===== config.mk =====
export PLATFORM = sky130hd
export DESIGN_NAME = vx_dot8_accum
export DESIGN_NICKNAME = d
export VERILOG_FILES = /design/src/rtl/VX_gpu_pkg.sv /design/src/rtl/vx_dot8_accum_lane.sv /design/src/rtl/vx_dot8_accum.sv
export SDC_FILE = /design/constraint.sdc
export NUM_CORES = 2
export LEC_CHECK = 0
export ABC_AREA = 1
export BUFFER_PORTS_ARGS = -buffer_cell sky130_fd_sc_hd__buf_2
export CAP_MARGIN = 10
export CORE_MARGIN = 10
export CORE_UTILIZATION = 45
export DETAILED_ROUTE_END_ITERATION = 10
export PLACE_DENSITY = 0.68
export SLEW_MARGIN = 0
export SYNTH_ARGS = -nofsm -noshare
export SYNTH_HDL_FRONTEND = slang
export SYNTH_SLANG_ARGS = --single-unit
export TNS_END_PERCENT = 10

===== constraint.sdc =====
create_clock -name clk -period 18.7 [get_ports clk]
set_clock_uncertainty 0.15 [all_clocks]
set_input_delay 0.935 -clock clk [delete_from_list [all_inputs] [get_ports clk]]
set_output_delay 0.935 -clock clk [all_outputs]
set_load 0.01 [all_outputs]

===== src/rtl/VX_gpu_pkg.sv =====
// Shared definitions for the dot8 accumulator stage: op encodings and datapath width.
package VX_gpu_pkg;

   localparam int unsigned DOT8_ACC_BITS = 32;

   typedef enum logic [1:0] {
      DOT8_ACC_PASS  = 2'd0,
      DOT8_ACC_LOAD  = 2'd1,
      DOT8_ACC_ACC   = 2'd2,
      DOT8_ACC_DRAIN = 2'd3
   } dot8_acc_op_e;

endpackage


===== src/rtl/vx_dot8_accum_lane.sv =====
// One lane of the dot8 accumulator: combinational next-accumulator, result and overflow.
module vx_dot8_accum_lane
   import VX_gpu_pkg::*;
(
   input  dot8_acc_op_e             i_op,
   input  logic [DOT8_ACC_BITS-1:0] i_acc,
   input  logic [DOT8_ACC_BITS-1:0] i_in,
   input  logic                     i_active,
   output logic [DOT8_ACC_BITS-1:0] o_next_acc,
   output logic [DOT8_ACC_BITS-1:0] o_out,
   output logic                     o_ovf
);

   localparam int unsigned MSB = DOT8_ACC_BITS - 1;

   logic [DOT8_ACC_BITS-1:0] w_sum;
   logic                     w_ovf;

   assign w_sum = i_acc + i_in;
   // Signed overflow: same-sign operands producing an opposite-sign sum
   assign w_ovf = (i_acc[MSB] == i_in[MSB]) && (w_sum[MSB] != i_acc[MSB]);

   always_comb begin
      o_next_acc = i_acc;
      o_out      = '0;
      o_ovf      = 1'b0;
      if (i_active) begin
         unique case (i_op)
            DOT8_ACC_PASS: begin
               o_out = i_in;
            end
            DOT8_ACC_LOAD: begin
               o_next_acc = i_in;
               o_out      = i_in;
            end
            DOT8_ACC_ACC: begin
               o_next_acc = w_sum;
               o_out      = w_sum;
               o_ovf      = w_ovf;
            end
            DOT8_ACC_DRAIN: begin
               o_next_acc = '0;
               o_out      = w_sum;
               o_ovf      = w_ovf;
            end
            default: ;
         endcase
      end
   end

endmodule


===== src/rtl/vx_dot8_accum.sv =====
// Per-warp, per-lane dot8 accumulator with a one-deep registered valid/ready output.
module vx_dot8_accum
   import VX_gpu_pkg::*;
#(
   parameter  int unsigned NUM_LANES = 4,
   parameter  int unsigned NUM_WARPS = 4,
   parameter  int unsigned TAG_WIDTH = 64,
   localparam int unsigned NW_WIDTH  = (NUM_WARPS > 1) ? $clog2(NUM_WARPS) : 1
)(
   input  logic                               clk,
   input  logic                               reset,
   input  logic                               in_valid,
   output logic                               in_ready,
   input  logic [1:0]                         in_op,
   input  logic [NW_WIDTH-1:0]                in_wid,
   input  logic [NUM_LANES-1:0]               in_tmask,
   input  logic [NUM_LANES*DOT8_ACC_BITS-1:0] in_data,
   input  logic [TAG_WIDTH-1:0]               in_tag,
   input  logic                               clr_valid,
   input  logic [NW_WIDTH-1:0]                clr_wid,
   output logic                               out_valid,
   input  logic                               out_ready,
   output logic [NW_WIDTH-1:0]                out_wid,
   output logic [NUM_LANES-1:0]               out_tmask,
   output logic [NUM_LANES*DOT8_ACC_BITS-1:0] out_data,
   output logic [NUM_LANES-1:0]               out_ovf,
   output logic [TAG_WIDTH-1:0]               out_tag,
   output logic [31:0]                        acc_count
);

   localparam int unsigned DW = NUM_LANES * DOT8_ACC_BITS;

   logic [DOT8_ACC_BITS-1:0] r_acc [NUM_WARPS][NUM_LANES];

   logic                     r_out_valid;
   logic [NW_WIDTH-1:0]      r_out_wid;
   logic [NUM_LANES-1:0]     r_out_tmask;
   logic [DW-1:0]            r_out_data;
   logic [NUM_LANES-1:0]     r_out_ovf;
   logic [TAG_WIDTH-1:0]     r_out_tag;
   logic [31:0]              r_acc_count;

   logic                     w_accept;
   logic                     w_clr_hit;
   dot8_acc_op_e             w_op;
   logic [DOT8_ACC_BITS-1:0] w_acc_cur  [NUM_LANES];
   logic [DOT8_ACC_BITS-1:0] w_next_acc [NUM_LANES];
   logic [DOT8_ACC_BITS-1:0] w_lane_out [NUM_LANES];
   logic [NUM_LANES-1:0]     w_ovf;
   logic [DW-1:0]            w_out_flat;

   assign in_ready  = !r_out_valid || out_ready;
   assign w_accept  = in_valid && in_ready;
   // A same-cycle clear of the accepting warp is seen by the op as a zero accumulator
   assign w_clr_hit = clr_valid && (clr_wid == in_wid);
   assign w_op      = dot8_acc_op_e'(in_op);

   for (genvar g = 0; g < NUM_LANES; g++) begin : g_lane
      assign w_acc_cur[g] = w_clr_hit ? '0 : r_acc[in_wid][g];

      vx_dot8_accum_lane u_lane (
         .i_op       (w_op),
         .i_acc      (w_acc_cur[g]),
         .i_in       (in_data[g*DOT8_ACC_BITS +: DOT8_ACC_BITS]),
         .i_active   (in_tmask[g]),
         .o_next_acc (w_next_acc[g]),
         .o_out      (w_lane_out[g]),
         .o_ovf      (w_ovf[g])
      );

      assign w_out_flat[g*DOT8_ACC_BITS +: DOT8_ACC_BITS] = w_lane_out[g];
   end

   always_ff @(posedge clk) begin
      if (reset) begin
         for (int w = 0; w < NUM_WARPS; w++)
            for (int l = 0; l < NUM_LANES; l++)
               r_acc[w][l] <= '0;
         r_out_valid <= 1'b0;
         r_out_wid   <= '0;
         r_out_tmask <= '0;
         r_out_data  <= '0;
         r_out_ovf   <= '0;
         r_out_tag   <= '0;
         r_acc_count <= '0;
      end else begin
         // Clear first; an accept to the same warp then overwrites with its already-cleared result
         if (clr_valid)
            for (int l = 0; l < NUM_LANES; l++)
               r_acc[clr_wid][l] <= '0;
         if (w_accept)
            for (int l = 0; l < NUM_LANES; l++)
               r_acc[in_wid][l] <= w_next_acc[l];

         if (w_accept) begin
            r_out_valid <= 1'b1;
            r_out_wid   <= in_wid;
            r_out_tmask <= in_tmask;
            r_out_data  <= w_out_flat;
            r_out_ovf   <= w_ovf;
            r_out_tag   <= in_tag;
         end else if (out_ready) begin
            r_out_valid <= 1'b0;
         end

         if (w_accept && (w_op == DOT8_ACC_ACC))
            r_acc_count <= r_acc_count + 32'd1;
      end
   end

   assign out_valid = r_out_valid;
   assign out_wid   = r_out_wid;
   assign out_tmask = r_out_tmask;
   assign out_data  = r_out_data;
   assign out_ovf   = r_out_ovf;
   assign out_tag   = r_out_tag;
   assign acc_count = r_acc_count;

endmodule


==> metrics.cfg <==
[run_status]
outcome = finished, final reports clean

[clocking]
cts_setup_buffers = 0
cts_resized = 0
root_buffer = clkbuf_16
clock_path_buffers = 3
cts_htree_levels = 3
clkLatencyLatePin_ns = 0.67
clock-sinks = 747
clk_pin_slew_ns = 0.06
cts_tree = done
ctsHoldBuffers = 0
cts_made_buffers = 86

[final_layout]
synthToLayoutAreaGrowth_pct = 13.62
layout-drive-gt1-share_pct = 11.77
nFillCells = 9260
final_nets = 6282
fin_cells = 7288

[detailed_routing]
ant_nets = 0
via_per_inst = 5.572
drc = 0
num_vias = 40610
drt_iter0_markers = 4062
wl_per_cell_um = 21.01
first_pass_iters = 6
wirelength_um = 153100

[global_routing]
gr-total-overflow = 0
grt_pass1_wl_um = 230700
antenna_found_initial = 10
grt_pass1_vias = 39350
grt_use_met1_pct = 33.27
busiest_layer = met2
grt_util_met3_pct = 5.015
track_usage_pct = 26.99
grt_util_met2_pct = 45.79
grt_max_degree = 129

[power_and_ir_drop]
power_leakage_nw = 22.21
ir_drop_uv = 60.42
p_per_area_mw_per_mm2 = 91.80

[timing]
timing.final.max_slew_violations = 0
max_freq_mhz = 168.9
maxSlewHeadroom_pct = 18.99
finalSetupViolations = 0
period_minus_slack_ns = 5.920
tightest_slew_ns = 1.212
period_share_pct = 31.66
finalHoldViolCount = 0
hold_ws_ns = 0.3100
rsz0062_at_grt = no
worst_slack_ns = 12.78
tns_ns = 0

[min_path]
hold_path_class = reg -> reg

[placement]
hpwl_um = 102400
gp_congestion = 1.008
portBuffers = 442
place_inst = 7123
dpl_worst_slack_ns = 12.20

[synth]
synth_area_mm2 = 0.04337
async_reset_ff_share_pct = 0
syn_inst = 5649
syn_area_per_cell_um2 = 7.677
synth_ff_type = edfxtp_1
syn_nets = 5985
synth-seq-cells = 747
ys_types = 51
yosysWarnings = 0
yosysSeqAreaShare_pct = 46.30
synth-edff-count = 512

[floorplan]
ioPinCount = 443
rows = 113
chipHeight_um = 330.4
start_util_pct = 45.51
core_area_mm2 = 0.09529
die-width_um = 330.4
die_area_mm2 = 0.1092

[worst_setup_path]
startpoint_type = input pin
critPathKind = in -> reg
cp-end-kind = flop
crit_arrival_ns = 6.12
required_ns = 18.90
worst-path-max-fanout = 85

[flow_run]
drv_cap = 0

report_power, final:
group / switching, W / leakage [nW] / internal [W] / total (W)
clock: 0.000699 / 1.38 / 0.00100 / 0.00170
combinational: 0.000656 / 13.5 / 0.000268 / 0.000923
sequential: 0.0000327 / 7.34 / 0.00187 / 0.00190
total: 0.00139 / 22.2 / 0.00314 / 0.00452
area by class of cell:
| type | instances | area [um2] | area share, % |
|---|---|---|---|
| clock buffer | 121 | 2502 | 5.079 |
| sequential | 747 | 20080 | 40.75 |
| inverter | 595 | 2253 | 4.574 |
| antenna | 9 | 22.52 | 0.04571 |
| tap | 1265 | 1583 | 3.212 |
| multi-input combinational | 4034 | 19960 | 40.51 |
| timing repair buffer | 482 | 2537 | 5.150 |
| clock inverter | 35 | 332.8 | 0.6755 |
layer usage:
| metal | vias up | wire length [um] |
|---|---|---|
| met5 | - | 11 |
| met3 | 302 | 12330 |
| li1 | 19490 | - |
| met4 | 2 | 6568 |
| met2 | 1681 | 73150 |
| met1 | 19140 | 61050 |
final timing paths:
check,startpoint,to,slack (ns),depth (start not counted)
worst max register to register,out_valid$_SDFFE_PP0P_,r_acc[0][77]$_SDFFCE_PN0P_,13.97,7
worst min-delay path,out_tmask[0]$_SDFFE_PP0P_,out_tmask[0]$_SDFFE_PP0P_,0.31,2
worst max-delay path,in_wid[0],r_acc[3][51]$_SDFFCE_PN0P_,12.78,19
worst min register to register,out_tmask[0]$_SDFFE_PP0P_,out_tmask[0]$_SDFFE_PP0P_,0.31,2
critical path: stages:
cell     delay (ns)
buf_2          0.22
inv_4          0.10
nand2_1        0.07
nand3_1        0.71
inv_6          1.13
buf_4          0.73
a21oi_1        0.13
ha_1           0.40
nand2_1        0.14
nor2_1         0.20
nand3_1        0.10
nand3_1        0.27
nand2_1        0.12
nand2_1        0.08
nand2_1        0.06
nand3_1        0.06
o21ai_0        0.23
nand2_1        0.25
a21oi_1        0.10
through the flow:
| stage | cell area [um2] | power (W) | util [%] |
|---|---|---|---|
| 2_1_floorplan | 43370 | 0.002569 | - |
| 3_3_place_gp | 46410 | 0.002832 | 48.71 |
| 3_5_place_dp | 46410 | 0.002840 | 48.71 |
| 4_1_cts | 49250 | 0.004534 | 51.68 |
| 5_1_grt | 49270 | 0.004709 | 51.70 |
| 6_report | 49270 | 0.004523 | 51.70 |
cell usage in the layout (no fill, tap or decap), types with 17 or more instances in the layout:
master | Yosys | layout
nand2_1 | 1724 | 1721
a21oi_1 | 680 | 680
inv_1 | 586 | 582
nor2_1 | 573 | 573
edfxtp_1 | 512 | 512
buf_2 | 58 | 440
a22oi_1 | 272 | 272
dfxtp_1 | 235 | 235
nand3_1 | 197 | 197
o21ai_0 | 157 | 157
ha_1 | 125 | 125
clkbuf_16 | 0 | 92
a21oi_2 | 60 | 60
xnor2_1 | 43 | 43
o211ai_1 | 43 | 43
buf_4 | 12 | 39
xor2_1 | 23 | 23
clkbuf_1 | 167 | 19
nor3_1 | 17 | 17
Yosys cell counts (5+ instances only):
cell type	instances	share of area (%)
nand4_1	12	0.17
nand3_1	197	2.3
dfxtp_1	235	11
o211ai_1	43	0.74
a21oi_1	680	7.8
a21o_1	8	0.14
inv_1	586	5.1
nor3_1	17	0.20
o22ai_1	6	0.087
and2_1	5	0.072
nand3b_1	9	0.16
buf_1	35	0.30
a22oi_1	272	4.7
o21ai_0	157	1.8
ha_1	125	3.6
inv_2	6	0.052
a22o_1	15	0.30
a21oi_2	60	1.2
xor2_1	23	0.46
nor2_1	573	5.0
buf_2	58	0.67
xnor2_1	43	0.87
buf_4	12	0.21
o21ai_1	10	0.12
clkbuf_1	167	1.4
edfxtp_1	512	35
o21bai_1	6	0.10
nand2_1	1724	15
kinds of logic after synthesis:
family                   share of synthesized area, %
adder cells (fa/ha/maj)                         3.791
buffers and inverters                           7.813
AO/OA/AOI/OAI                                   17.46
flip-flops                                      46.30
AND/OR/NAND/NOR                                 23.31
XOR/XNOR                                        1.333
flip-flops by register name, indices dropped and copies added (netlist names):
signal	flops
out_tmask	4
out_wid	2
acc_count	32
out_tag	64
r_acc	512
out_ovf	4
out_valid	1
out_data	128
Power figures use the tool's default switching activity.
